==> src/rtl/roi_color_classifier_if.sv <==
// Pixel, configuration and frame-result bundle for roi_color_classifier.
// hist_idx/hist_count are present only when COLOR_HIST_READ_EN is defined.
interface roi_color_classifier_if #(
  parameter int COORD_W = 10,
  parameter int COUNT_W = 16
);
  logic               pixel_valid;
  logic               frame_start;
  logic [COORD_W-1:0] x_coord;
  logic [COORD_W-1:0] y_coord;
  logic [7:0]         pixel_r;
  logic [7:0]         pixel_g;
  logic [7:0]         pixel_b;
  logic [COORD_W-1:0] roi_x0;
  logic [COORD_W-1:0] roi_x1;
  logic [COORD_W-1:0] roi_y0;
  logic [COORD_W-1:0] roi_y1;
  logic               cfg_we;
  logic [2:0]         cfg_idx;
  logic [47:0]        cfg_data;
  logic [3:0]         pix_class;
  logic               in_roi;
  logic [3:0]         frame_color;
  logic [COUNT_W-1:0] frame_count;
  logic               color_valid;
  logic [3:0]         stable_color;
  logic               stable_valid;
  logic               overrun;
  logic               busy;
`ifdef COLOR_HIST_READ_EN
  logic [2:0]         hist_idx;
  logic [COUNT_W-1:0] hist_count;
`endif

  modport master (
    output pixel_valid, frame_start, x_coord, y_coord, pixel_r, pixel_g, pixel_b,
    output roi_x0, roi_x1, roi_y0, roi_y1, cfg_we, cfg_idx, cfg_data,
`ifdef COLOR_HIST_READ_EN
    output hist_idx,
    input  hist_count,
`endif
    input  pix_class, in_roi, frame_color, frame_count, color_valid,
    input  stable_color, stable_valid, overrun, busy
  );

  modport slave (
    input  pixel_valid, frame_start, x_coord, y_coord, pixel_r, pixel_g, pixel_b,
    input  roi_x0, roi_x1, roi_y0, roi_y1, cfg_we, cfg_idx, cfg_data,
`ifdef COLOR_HIST_READ_EN
    input  hist_idx,
    output hist_count,
`endif
    output pix_class, in_roi, frame_color, frame_count, color_valid,
    output stable_color, stable_valid, overrun, busy
  );
endinterface

==> src/rtl/roi_color_classifier.sv <==
// ROI colour classifier: per-pixel class match, per-frame class histogram, sequential arg-max
// and cross-frame debounce. Optional snapshot read port enabled by macro COLOR_HIST_READ_EN.
module roi_color_classifier #(
  parameter int NUM_COLORS    = 4,
  parameter int COORD_W       = 10,
  parameter int COUNT_W       = 16,
  parameter int STABLE_FRAMES = 3,
  parameter int MIN_PIXELS    = 50
) (
  input  logic                  clk,
  input  logic                  reset,
  roi_color_classifier_if.slave pix_if
);

  typedef enum logic [1:0] {ACCUM = 2'd0, SCAN = 2'd1, DECIDE = 2'd2} state_e;

  localparam int                 RUN_W     = $clog2(STABLE_FRAMES + 1);
  localparam logic [RUN_W-1:0]   RUN_MAX   = RUN_W'(STABLE_FRAMES);
  localparam logic [RUN_W-1:0]   RUN_ONE   = RUN_W'(1);
  localparam logic [COUNT_W-1:0] CNT_MAX   = {COUNT_W{1'b1}};
  localparam logic [COUNT_W-1:0] CNT_ONE   = COUNT_W'(1);
  localparam logic [COUNT_W-1:0] CNT_ZERO  = {COUNT_W{1'b0}};
  localparam logic [COUNT_W-1:0] MIN_CNT   = COUNT_W'(MIN_PIXELS);
  localparam logic [47:0]        THR_CLEAR = 48'hFF00_FF00_FF00;
  localparam logic [2:0]         LAST_IDX  = 3'(NUM_COLORS - 1);

  function automatic logic thr_match(input logic [47:0] thr, input logic [7:0] r,
                                     input logic [7:0] g, input logic [7:0] b);
    thr_match = (r >= thr[47:40]) && (r <= thr[39:32]) &&
                (g >= thr[31:24]) && (g <= thr[23:16]) &&
                (b >= thr[15:8])  && (b <= thr[7:0]);
  endfunction

  function automatic logic [COUNT_W-1:0] sat_inc(input logic [COUNT_W-1:0] cnt, input logic inc);
    sat_inc = (inc && (cnt != CNT_MAX)) ? (cnt + CNT_ONE) : cnt;
  endfunction

  state_e             state_q, state_d;
  logic [47:0]        thr_q   [NUM_COLORS];
  logic [COUNT_W-1:0] count_q [NUM_COLORS];
  logic [COUNT_W-1:0] snap_q  [NUM_COLORS];
  logic               fs_q, fend_q;
  logic               in_roi_s;
  logic [3:0]         class_s, pix_class_q;
  logic [2:0]         idx_q, idx_d, best_idx_q, best_idx_d;
  logic [COUNT_W-1:0] best_q, best_d, snap_sel_s;
  logic [3:0]         win_s;
  logic [3:0]         frame_color_q, frame_color_d, stable_color_q, stable_color_d;
  logic [COUNT_W-1:0] frame_count_q, frame_count_d;
  logic               color_valid_q, color_valid_d, stable_valid_q, stable_valid_d;
  logic               overrun_q, busy_q;
  logic [RUN_W-1:0]   run_q, run_d;

  assign in_roi_s = (pix_if.x_coord >= pix_if.roi_x0) && (pix_if.x_coord < pix_if.roi_x1) &&
                    (pix_if.y_coord >= pix_if.roi_y0) && (pix_if.y_coord < pix_if.roi_y1);

  // Descending scan so the lowest matching index is the last to write class_s.
  always_comb begin
    class_s = 4'd0;
    for (int k = NUM_COLORS - 1; k >= 0; k--) begin
      class_s = thr_match(thr_q[k], pix_if.pixel_r, pix_if.pixel_g, pix_if.pixel_b) ?
                4'(k + 1) : class_s;
    end
  end

  // Snapshot entry currently visited by the arg-max scan.
  always_comb begin
    snap_sel_s = CNT_ZERO;
    for (int k = 0; k < NUM_COLORS; k++) begin
      snap_sel_s = (idx_q == 3'(k)) ? snap_q[k] : snap_sel_s;
    end
  end

  // Threshold table; out-of-range indices never match and are dropped.
  always_ff @(posedge clk or posedge reset) begin
    if (reset) begin
      for (int k = 0; k < NUM_COLORS; k++) thr_q[k] <= THR_CLEAR;
    end else begin
      for (int k = 0; k < NUM_COLORS; k++) begin
        if (pix_if.cfg_we && (pix_if.cfg_idx == 3'(k))) thr_q[k] <= pix_if.cfg_data;
      end
    end
  end

  // Stage 1 classification, frame-edge detect, histogram counters and snapshots.
  always_ff @(posedge clk or posedge reset) begin
    if (reset) begin
      fs_q        <= 1'b0;
      fend_q      <= 1'b0;
      pix_class_q <= 4'd0;
      overrun_q   <= 1'b0;
      for (int k = 0; k < NUM_COLORS; k++) begin
        count_q[k] <= CNT_ZERO;
        snap_q[k]  <= CNT_ZERO;
      end
    end else begin
      fs_q        <= pix_if.frame_start;
      fend_q      <= pix_if.frame_start & ~fs_q;
      pix_class_q <= (pix_if.pixel_valid && in_roi_s) ? class_s : 4'd0;
      overrun_q   <= fend_q && (state_q != ACCUM);
      for (int k = 0; k < NUM_COLORS; k++) begin
        if (fend_q) begin
          count_q[k] <= CNT_ZERO;
          // The pixel landing in stage 2 this cycle belongs to the closing frame.
          if (state_q == ACCUM) snap_q[k] <= sat_inc(count_q[k], pix_class_q == 4'(k + 1));
        end else begin
          count_q[k] <= sat_inc(count_q[k], pix_class_q == 4'(k + 1));
        end
      end
    end
  end

  // Arg-max scan, decision and debounce.
  always_comb begin
    state_d        = state_q;
    idx_d          = idx_q;
    best_d         = best_q;
    best_idx_d     = best_idx_q;
    win_s          = 4'd0;
    frame_color_d  = frame_color_q;
    frame_count_d  = frame_count_q;
    color_valid_d  = 1'b0;
    stable_color_d = stable_color_q;
    stable_valid_d = 1'b0;
    run_d          = run_q;
    case (state_q)
      ACCUM: begin
        if (fend_q) begin
          state_d    = SCAN;
          idx_d      = 3'd0;
          best_d     = CNT_ZERO;
          best_idx_d = 3'd0;
        end else begin
          state_d = ACCUM;
        end
      end
      SCAN: begin
        if (snap_sel_s > best_q) begin
          best_d     = snap_sel_s;
          best_idx_d = idx_q;
        end else begin
          best_d     = best_q;
          best_idx_d = best_idx_q;
        end
        if (idx_q == LAST_IDX) begin
          state_d = DECIDE;
        end else begin
          idx_d = idx_q + 3'd1;
        end
      end
      DECIDE: begin
        win_s         = (best_q > MIN_CNT) ? ({1'b0, best_idx_q} + 4'd1) : 4'd0;
        frame_color_d = win_s;
        frame_count_d = (best_q > MIN_CNT) ? best_q : CNT_ZERO;
        color_valid_d = 1'b1;
        if (win_s == frame_color_q) begin
          run_d = (run_q < RUN_MAX) ? (run_q + RUN_ONE) : run_q;
        end else begin
          run_d = RUN_ONE;
        end
        if ((run_d == RUN_MAX) && (win_s != stable_color_q)) begin
          stable_color_d = win_s;
          stable_valid_d = 1'b1;
        end else begin
          stable_color_d = stable_color_q;
        end
        state_d = ACCUM;
      end
      default: state_d = ACCUM;
    endcase
  end

  // FSM state and registered frame results.
  always_ff @(posedge clk or posedge reset) begin
    if (reset) begin
      state_q        <= ACCUM;
      idx_q          <= 3'd0;
      best_q         <= CNT_ZERO;
      best_idx_q     <= 3'd0;
      frame_color_q  <= 4'd0;
      frame_count_q  <= CNT_ZERO;
      color_valid_q  <= 1'b0;
      stable_color_q <= 4'd0;
      stable_valid_q <= 1'b0;
      run_q          <= {RUN_W{1'b0}};
      busy_q         <= 1'b0;
    end else begin
      state_q        <= state_d;
      idx_q          <= idx_d;
      best_q         <= best_d;
      best_idx_q     <= best_idx_d;
      frame_color_q  <= frame_color_d;
      frame_count_q  <= frame_count_d;
      color_valid_q  <= color_valid_d;
      stable_color_q <= stable_color_d;
      stable_valid_q <= stable_valid_d;
      run_q          <= run_d;
      busy_q         <= (state_d != ACCUM);
    end
  end

`ifdef COLOR_HIST_READ_EN
  logic [COUNT_W-1:0] hist_sel_s, hist_q;

  // Debug read mux; unmapped indices read as zero.
  always_comb begin
    hist_sel_s = CNT_ZERO;
    for (int k = 0; k < NUM_COLORS; k++) begin
      hist_sel_s = (pix_if.hist_idx == 3'(k)) ? snap_q[k] : hist_sel_s;
    end
  end

  // Registered histogram read data.
  always_ff @(posedge clk or posedge reset) begin
    if (reset) hist_q <= CNT_ZERO;
    else       hist_q <= hist_sel_s;
  end

  assign pix_if.hist_count = hist_q;
`endif

  assign pix_if.in_roi       = in_roi_s;
  assign pix_if.pix_class    = pix_class_q;
  assign pix_if.frame_color  = frame_color_q;
  assign pix_if.frame_count  = frame_count_q;
  assign pix_if.color_valid  = color_valid_q;
  assign pix_if.stable_color = stable_color_q;
  assign pix_if.stable_valid = stable_valid_q;
  assign pix_if.overrun      = overrun_q;
  assign pix_if.busy         = busy_q;

endmodule

==> src/flat_wrapper.sv <==
// flat-port wrapper written by rule: the top's interface ports become plain ports
module roi_color_classifier_flat 
#(
  parameter int NUM_COLORS    = 4,
  parameter int COORD_W       = 10,
  parameter int COUNT_W       = 16,
  parameter int STABLE_FRAMES = 3,
  parameter int MIN_PIXELS    = 50
)
  (clk, reset, pix_if_pixel_valid, pix_if_frame_start, pix_if_x_coord, pix_if_y_coord, pix_if_pixel_r, pix_if_pixel_g, pix_if_pixel_b, pix_if_roi_x0, pix_if_roi_x1, pix_if_roi_y0, pix_if_roi_y1, pix_if_cfg_we, pix_if_cfg_idx, pix_if_cfg_data, pix_if_pix_class, pix_if_in_roi, pix_if_frame_color, pix_if_frame_count, pix_if_color_valid, pix_if_stable_color, pix_if_stable_valid, pix_if_overrun, pix_if_busy);
  roi_color_classifier_if #(.COORD_W(COORD_W), .COUNT_W(COUNT_W)) pix_if_i ();
  input  logic clk;
  input  logic reset;
  input wire logic [$bits(pix_if_i.pixel_valid)-1:0] pix_if_pixel_valid;
  input wire logic [$bits(pix_if_i.frame_start)-1:0] pix_if_frame_start;
  input wire logic [$bits(pix_if_i.x_coord)-1:0] pix_if_x_coord;
  input wire logic [$bits(pix_if_i.y_coord)-1:0] pix_if_y_coord;
  input wire logic [$bits(pix_if_i.pixel_r)-1:0] pix_if_pixel_r;
  input wire logic [$bits(pix_if_i.pixel_g)-1:0] pix_if_pixel_g;
  input wire logic [$bits(pix_if_i.pixel_b)-1:0] pix_if_pixel_b;
  input wire logic [$bits(pix_if_i.roi_x0)-1:0] pix_if_roi_x0;
  input wire logic [$bits(pix_if_i.roi_x1)-1:0] pix_if_roi_x1;
  input wire logic [$bits(pix_if_i.roi_y0)-1:0] pix_if_roi_y0;
  input wire logic [$bits(pix_if_i.roi_y1)-1:0] pix_if_roi_y1;
  input wire logic [$bits(pix_if_i.cfg_we)-1:0] pix_if_cfg_we;
  input wire logic [$bits(pix_if_i.cfg_idx)-1:0] pix_if_cfg_idx;
  input wire logic [$bits(pix_if_i.cfg_data)-1:0] pix_if_cfg_data;
  output wire logic [$bits(pix_if_i.pix_class)-1:0] pix_if_pix_class;
  output wire logic [$bits(pix_if_i.in_roi)-1:0] pix_if_in_roi;
  output wire logic [$bits(pix_if_i.frame_color)-1:0] pix_if_frame_color;
  output wire logic [$bits(pix_if_i.frame_count)-1:0] pix_if_frame_count;
  output wire logic [$bits(pix_if_i.color_valid)-1:0] pix_if_color_valid;
  output wire logic [$bits(pix_if_i.stable_color)-1:0] pix_if_stable_color;
  output wire logic [$bits(pix_if_i.stable_valid)-1:0] pix_if_stable_valid;
  output wire logic [$bits(pix_if_i.overrun)-1:0] pix_if_overrun;
  output wire logic [$bits(pix_if_i.busy)-1:0] pix_if_busy;
  assign pix_if_i.pixel_valid = pix_if_pixel_valid;
  assign pix_if_i.frame_start = pix_if_frame_start;
  assign pix_if_i.x_coord = pix_if_x_coord;
  assign pix_if_i.y_coord = pix_if_y_coord;
  assign pix_if_i.pixel_r = pix_if_pixel_r;
  assign pix_if_i.pixel_g = pix_if_pixel_g;
  assign pix_if_i.pixel_b = pix_if_pixel_b;
  assign pix_if_i.roi_x0 = pix_if_roi_x0;
  assign pix_if_i.roi_x1 = pix_if_roi_x1;
  assign pix_if_i.roi_y0 = pix_if_roi_y0;
  assign pix_if_i.roi_y1 = pix_if_roi_y1;
  assign pix_if_i.cfg_we = pix_if_cfg_we;
  assign pix_if_i.cfg_idx = pix_if_cfg_idx;
  assign pix_if_i.cfg_data = pix_if_cfg_data;
  assign pix_if_pix_class = pix_if_i.pix_class;
  assign pix_if_in_roi = pix_if_i.in_roi;
  assign pix_if_frame_color = pix_if_i.frame_color;
  assign pix_if_frame_count = pix_if_i.frame_count;
  assign pix_if_color_valid = pix_if_i.color_valid;
  assign pix_if_stable_color = pix_if_i.stable_color;
  assign pix_if_stable_valid = pix_if_i.stable_valid;
  assign pix_if_overrun = pix_if_i.overrun;
  assign pix_if_busy = pix_if_i.busy;
  roi_color_classifier #(.NUM_COLORS(NUM_COLORS), .COORD_W(COORD_W), .COUNT_W(COUNT_W), .STABLE_FRAMES(STABLE_FRAMES), .MIN_PIXELS(MIN_PIXELS)) u_core (.clk(clk), .reset(reset), .pix_if(pix_if_i));
endmodule
==> config.mk <==
export PLATFORM = sky130hd
export DESIGN_NAME = roi_color_classifier_flat
export DESIGN_NICKNAME = d
export VERILOG_FILES = /design/src/rtl/roi_color_classifier_if.sv /design/src/rtl/roi_color_classifier.sv /design/src/flat_wrapper.sv
export SDC_FILE = /design/constraint.sdc
export NUM_CORES = 1
export LEC_CHECK = 0
export ABC_AREA = 1
export ABC_CLOCK_PERIOD_IN_PS = 17500
export CORE_UTILIZATION = 35
export CTS_CLUSTER_SIZE = 24
export DETAILED_ROUTE_END_ITERATION = 6
export SYNTH_ARGS = -nofsm -noshare
export SYNTH_HDL_FRONTEND = slang
export SYNTH_SLANG_ARGS = --single-unit
export TNS_END_PERCENT = 20
==> constraint.sdc <==
create_clock -name clk -period 17.5 [get_ports clk]
set_input_delay 5.25 -clock clk [delete_from_list [all_inputs] [get_ports clk]]
set_output_delay 5.25 -clock clk [all_outputs]
set_load 0.1 [all_outputs]
==> After elaboration in Yosys (flattened, before gate mapping) <==
Index checks and enable logic that the tools add are counted.
{ "classes": {"add_sub_neg": 7, "reduce_logical": 44, "n_bitwise": 2, "magnitude_cmp": 31, "n_eq_ne": 22, "mux": 36} }
{ "op_table": {"columns": ["cell", "count"], "rows": [
  ["$mux W16", 15],
  ["$ge A8 B8 Y1", 12],
  ["$le A8 B8 Y1", 12],
  ["$add A16 B1 Y16 const B", 4],
  ["$ne A16 B16 Y1 const B", 4],
  ["$logic_and A1 B1 Y1", 34],
  ["$pmux W16 S2", 1],
  ["$ge A10 B10 Y1", 2],
  ["$lt A10 B10 Y1", 2],
  ["$mux W4", 5],
  ["$gt A16 B16 Y1", 1],
  ["$gt A16 B6 Y1 const B", 1],
  ["$eq A3 B2 Y1 const B", 4],
  ["$mux W3", 4],
  ["$pmux W3 S2", 2],
  ["$eq A4 B2 Y1 const B", 2],
  ["$mux W2", 4],
  ["$eq A3 B1 Y1 const B", 2],
  ["$logic_not A3 Y1", 2],
  ["$reduce_and A3 Y1", 2],
  ["$reduce_bool A2 Y1", 3],
  ["$add A3 B1 Y4 const B", 1],
  ["$eq A2 B2 Y1 const B", 2],
  ["$eq A4 B1 Y1 const B", 1],
  ["other kinds (15)", 20]
]} }
{ "totals": {"word_cells": 169, "out_inout_bits": 33, "regBits": 380, "in_bits": 140} }

==> Longest topological paths before layout <==
{ "depth": {"depth_word": 11, "ltp_mapped": 20} }

==> Worst setup path before layout <==
OpenSTA, ideal clock, no wires.
{ "synth_timing": {"path_kind": "input to output", "start": "in pix_if_roi_x1[5]", "end": "out pix_if_in_roi", "path_stages": 9, "n_path_buf": 0, "slack_ns": 3.346, "arrival_time_ns": 8.904, "cell_sequence": "inv_1 -> ha_1 -> a21oi_1 -> o21ai_0 -> nand2_1 -> nand2_1 -> nor2_1 -> nand2_1 -> nor4_1"} }
{ "synth_via": {"elab_chain_len": 4} }
{ "synth_lines": {"columns": ["item", "line_no", "rtl"], "rows": [
  ["start, declared", "flat_wrapper.sv:22", "input wire logic [$bits(pix_if_i.roi_x1)-1:0] pix_if_roi_x1;"],
  ["$lt A10 B10 Y1", "roi_color_classifier.sv:54", "assign in_roi_s = (pix_if.x_coord >= pix_if.roi_x0) && (pix_if.x_coord < pix_if.roi_x1) &&"],
  ["$logic_and A1 B1 Y1 (2 in a row)", "roi_color_classifier.sv:54", null],
  ["$logic_and A1 B1 Y1", "roi_color_classifier.sv:55", "(pix_if.y_coord >= pix_if.roi_y0) && (pix_if.y_coord < pix_if.roi_y1);"],
  ["end, declared", "flat_wrapper.sv:29", "output wire logic [$bits(pix_if_i.in_roi)-1:0] pix_if_in_roi;"]
]} }
Every way passes these cells.

==> Final worst setup path <==
{ "layout_timing": {"start": "in pix_if_roi_x1[7]", "end": "out pix_if_in_roi"} }
The elaborated chain is that of the path after synthesis.

==> reports/qor.csv <==
stage,metric,value,unit
yosys,syn-num-nets,3178,
timing,tightest_slew,1.11,ns
clock_network,post-cts-setup-buffers,0,
layout,fillers,6520,
clock_network,cts.sinks,379,
critical_path,crit_chain,clkdlybuf4s50_1 > inv_1 > ha_1 > a21oi_1 > o21a_1 > nand2_1 > nor2_1 > nand2_1 > nor4_1 > clkdlybuf4s50_1,
hold_path,hold_class,reg2reg,
critical_path,critical_path_class,in2out,
global_route,grt_first_pass_wirelength,90200,um
yosys,synth_fa_ha_area_share,14.4,%
timing,setup_tns,0,ns
detailed_routing,ant_nets,0,
hold_path,hold_path.startpoint,u_core.fs_q$_DFF_PP0_,
detailed_routing,dr.first_iter.drc_count,1041,
layout,layout_commonest_cell,nand2_1,
clock_network,clk_latency,0.58,ns
outcome,outcome,"complete, no violations",
timing,skew,0.0143,ns
layout,final_core_util,42.0,%
clock_network,clock_path_buffers,3,
timing,final-setup-viol-count,0,
yosys,synth_cell_types,46,
clock_network,htreeDepth,2,
global_route,track_usage,17.4,%
timing,grt_setup_unrepaired,false,
critical_path,critPathMaxStageDelay,1.21,ns
layout,mostFrequentLayoutCells,"735 x nand2_1, 405 x inv_1, 295 x o21ai_0, 282 x dfrtp_1, 256 x ha_1",
timing,clock.fmax,0.0744,GHz
critical_path,r2r_start,u_core.idx_q[2]$_DFFE_PP0P_,
job,cap_violations,0,
yosys,syn_area,0.0223,mm^2
clock_network,root_buffer,clkbuf_16,
timing,period_minus_slack,13.44,ns
detailed_routing,wl,54400,um
clock_network,postCtsHoldBufs,0,
die,fp.dieH,254,um
global_route,grt_antenna_before_repair,2,
detailed_routing,via_per_inst,4.67,
global_route,grt_overflow,0,
die,fp-row-count,92,
power,power.static_leakage,13.1,nW
clock_network,cts_buffers,45,
clock_network,clkSlewWorstSetupHoldPaths,0.06,ns
die,die_x,254,um
yosys,ys_seq_area_share,43.0,%
global_route,grt_max_degree,103,
yosys,synthXorXnorAreaFrac,2.12,%
detailed_routing,vias,17800,
die,fp.coreArea,0.0631,mm^2
yosys,synthSimpleGateAreaFrac,20.8,%
yosys,yosysWarnings,0,
yosys,postSynthAreaPerCell,8.02,um^2
yosys,synth_top_family_by_area,simple AND/OR/NAND/NOR gates,
detailed_routing,drc_errors,0,
clock_network,cts_tree,built,
placed_design,hpwl,39400,um
timing,slew_headroom,25.9,%
yosys,synthMuxAreaShare,0.0897,%
layout,num-nets-final,3320,
power,cellPowerDensity,118,mW/mm^2
clock_network,ctsResizeCount,0,
die,io_pins,173,
timing,slew_viol_final,0,
detailed_routing,dr.pass1.iters,5,
placed_design,io_buffer_count,171,
global_route,grt_pass1_vias,17700,
yosys,synth_cells,2782,
placed_design,place.gp.congestion,0.832,
layout,syn2layout_area_growth,18.8,%
layout,drive_above_1_share,6.99,%
timing,final-hold-violation-count,0,
timing,fin_crit_sh,76.8,%
yosys,synth_compound_area_share,11.1,%
timing,hold-worst-slack,0.381,ns
critical_path,crit_arrival,8.19,ns
critical_path,slowest_stage,clkdlybuf4s50_1,
yosys,yosys_register_bits,379,
critical_path,end_kind,output port,
critical_path,critPathLaunchType,input port,
power,vdd_drop_max,0.0878,mV
die,initial_utilization,35.4,%
die,dieArea,0.0648,mm^2
critical_path,cp_max_fo,2,
critical_path,cp.required,12.25,ns
detailed_routing,wl_per_cell,14.3,um
critical_path,critPathLaunch,pix_if_roi_x1[7],
## synth_stat cells (all sizes together)
master	n	share of area [%]
o2111ai	3	0.12
nand2	740	13
xor2	42	1.6
nand3b	7	0.24
dfrtp	283	32
nor3	22	0.57
clkbuf	69	1.2
xnor2	12	0.47
o22ai	1	0.028
buf	18	0.38
clkinv	2	0.034
o221ai	1	0.039
o21a	14	0.47
nor3b	1	0.034
a211oi	1	0.034
mux2i	2	0.090
or2	2	0.056
inv	407	6.8
nand3	97	2.2
a311oi	1	0.039
dfstp	96	11
and2	3	0.084
a21oi	105	2.4
a31oi	1	0.028
nor2	189	3.2
o21ai	307	6.9
o21bai	8	0.27
nand4	56	1.6
a21o	9	0.30
nor4	9	0.32
ha	256	14
conb	1	0.017
a31o	1	0.039
o211ai	16	0.54
## cell type report
type / instances / area [um^2] / area share (%)
clock inverters: 29 / 418 / 1.58
diodes: 1 / 2.50 / 0.00944
multi-input cells: 1907 / 10900 / 41.1
well taps: 846 / 1060 / 3.99
flip-flops and latches: 379 / 9610 / 36.2
inverters: 409 / 1540 / 5.82
clock buffers: 55 / 1200 / 4.54
repair buffers: 182 / 1790 / 6.77
## critical path: cells and delay by family
kind	cells	cell delay, ns
AO/OA/AOI/OAI	2	0.29
buffers and inverters	3	1.70
AND/OR/NAND/NOR	4	0.65
adder cells (fa/ha/maj)	1	0.29
## path summary, 6_finish.rpt
kind                                                       to  cells past startpoint  slack, ns
worst min register to register        u_core.fend_q$_DFF_PP0_                      1       0.38
min in group asynchronous         u_core.run_q[1]$_DFFE_PP0P_                      2       5.21
worst max-delay path                            pix_if_in_roi                     10       4.06
worst max register to register   u_core.best_q[5]$_DFFE_PP0P_                     15      13.14
max in group asynchronous       u_core.thr_q[149]$_DFFE_PP0P_                      4      10.08
worst min-delay path                  u_core.fend_q$_DFF_PP0_                      1       0.38
## metal layers
| metal | wire length [um] | track usage [%] |
|---|---|---|
| met2 | 25200 | 29.5 |
| met4 | 1170 | 4.82 |
| met3 | 2140 | 2.43 |
| met1 | 25800 | 22.9 |
| met5 | 28 | 0 |
## power breakdown
group	internal [mW]	switching, mW
sequential	1.03	0.0731
combinational	0.323	0.668
clock	0.628	0.398
## kinds of logic (layout without fill, tap and decap cells)
| logic type | count (synthesis) | in the layout |
|---|---|---|
| buffers and inverters | 496 | 675 |
| other | 1 | 2 |
| adders and majority gates | 256 | 256 |
| and+or+nand+nor | 1126 | 1126 |
| muxes | 2 | 2 |
| xor gates and xnor gates | 54 | 54 |
| AOI/OAI and AO/OA | 468 | 468 |
| DFF | 379 | 379 |
## state kept, by name, indices dropped and copies added (netlist names)
name	flops
u_core.best_idx_q	3
u_core.best_q	16
u_core.count_q	64
u_core.fend_q	1
u_core.fs_q	1
u_core.idx_q	3
u_core.pix_if.busy	1
u_core.pix_if.color_valid	1
u_core.pix_if.frame_color	4
u_core.pix_if.frame_count	16
u_core.pix_if.overrun	1
u_core.pix_if.pix_class	3
u_core.pix_if.stable_color	4
u_core.pix_if.stable_valid	1
u_core.run_q	2
u_core.snap_q	64
u_core.state_q	2
u_core.thr_q	192
## per-stage QoR
stage                     setup slack (ns)  instance area, um^2  total power [mW]  instances
after floorplan                       1.88                22300              1.84       2782
after global placement                3.98                24900              2.10       3723
after detailed placement              4.05                24900              2.11       3723
after CTS                             4.05                26500              3.16       3807
after global routing                  3.85                26500              3.34       3807
final                                 4.06                26500              3.12       3808
(Power assumes the default switching activity.)
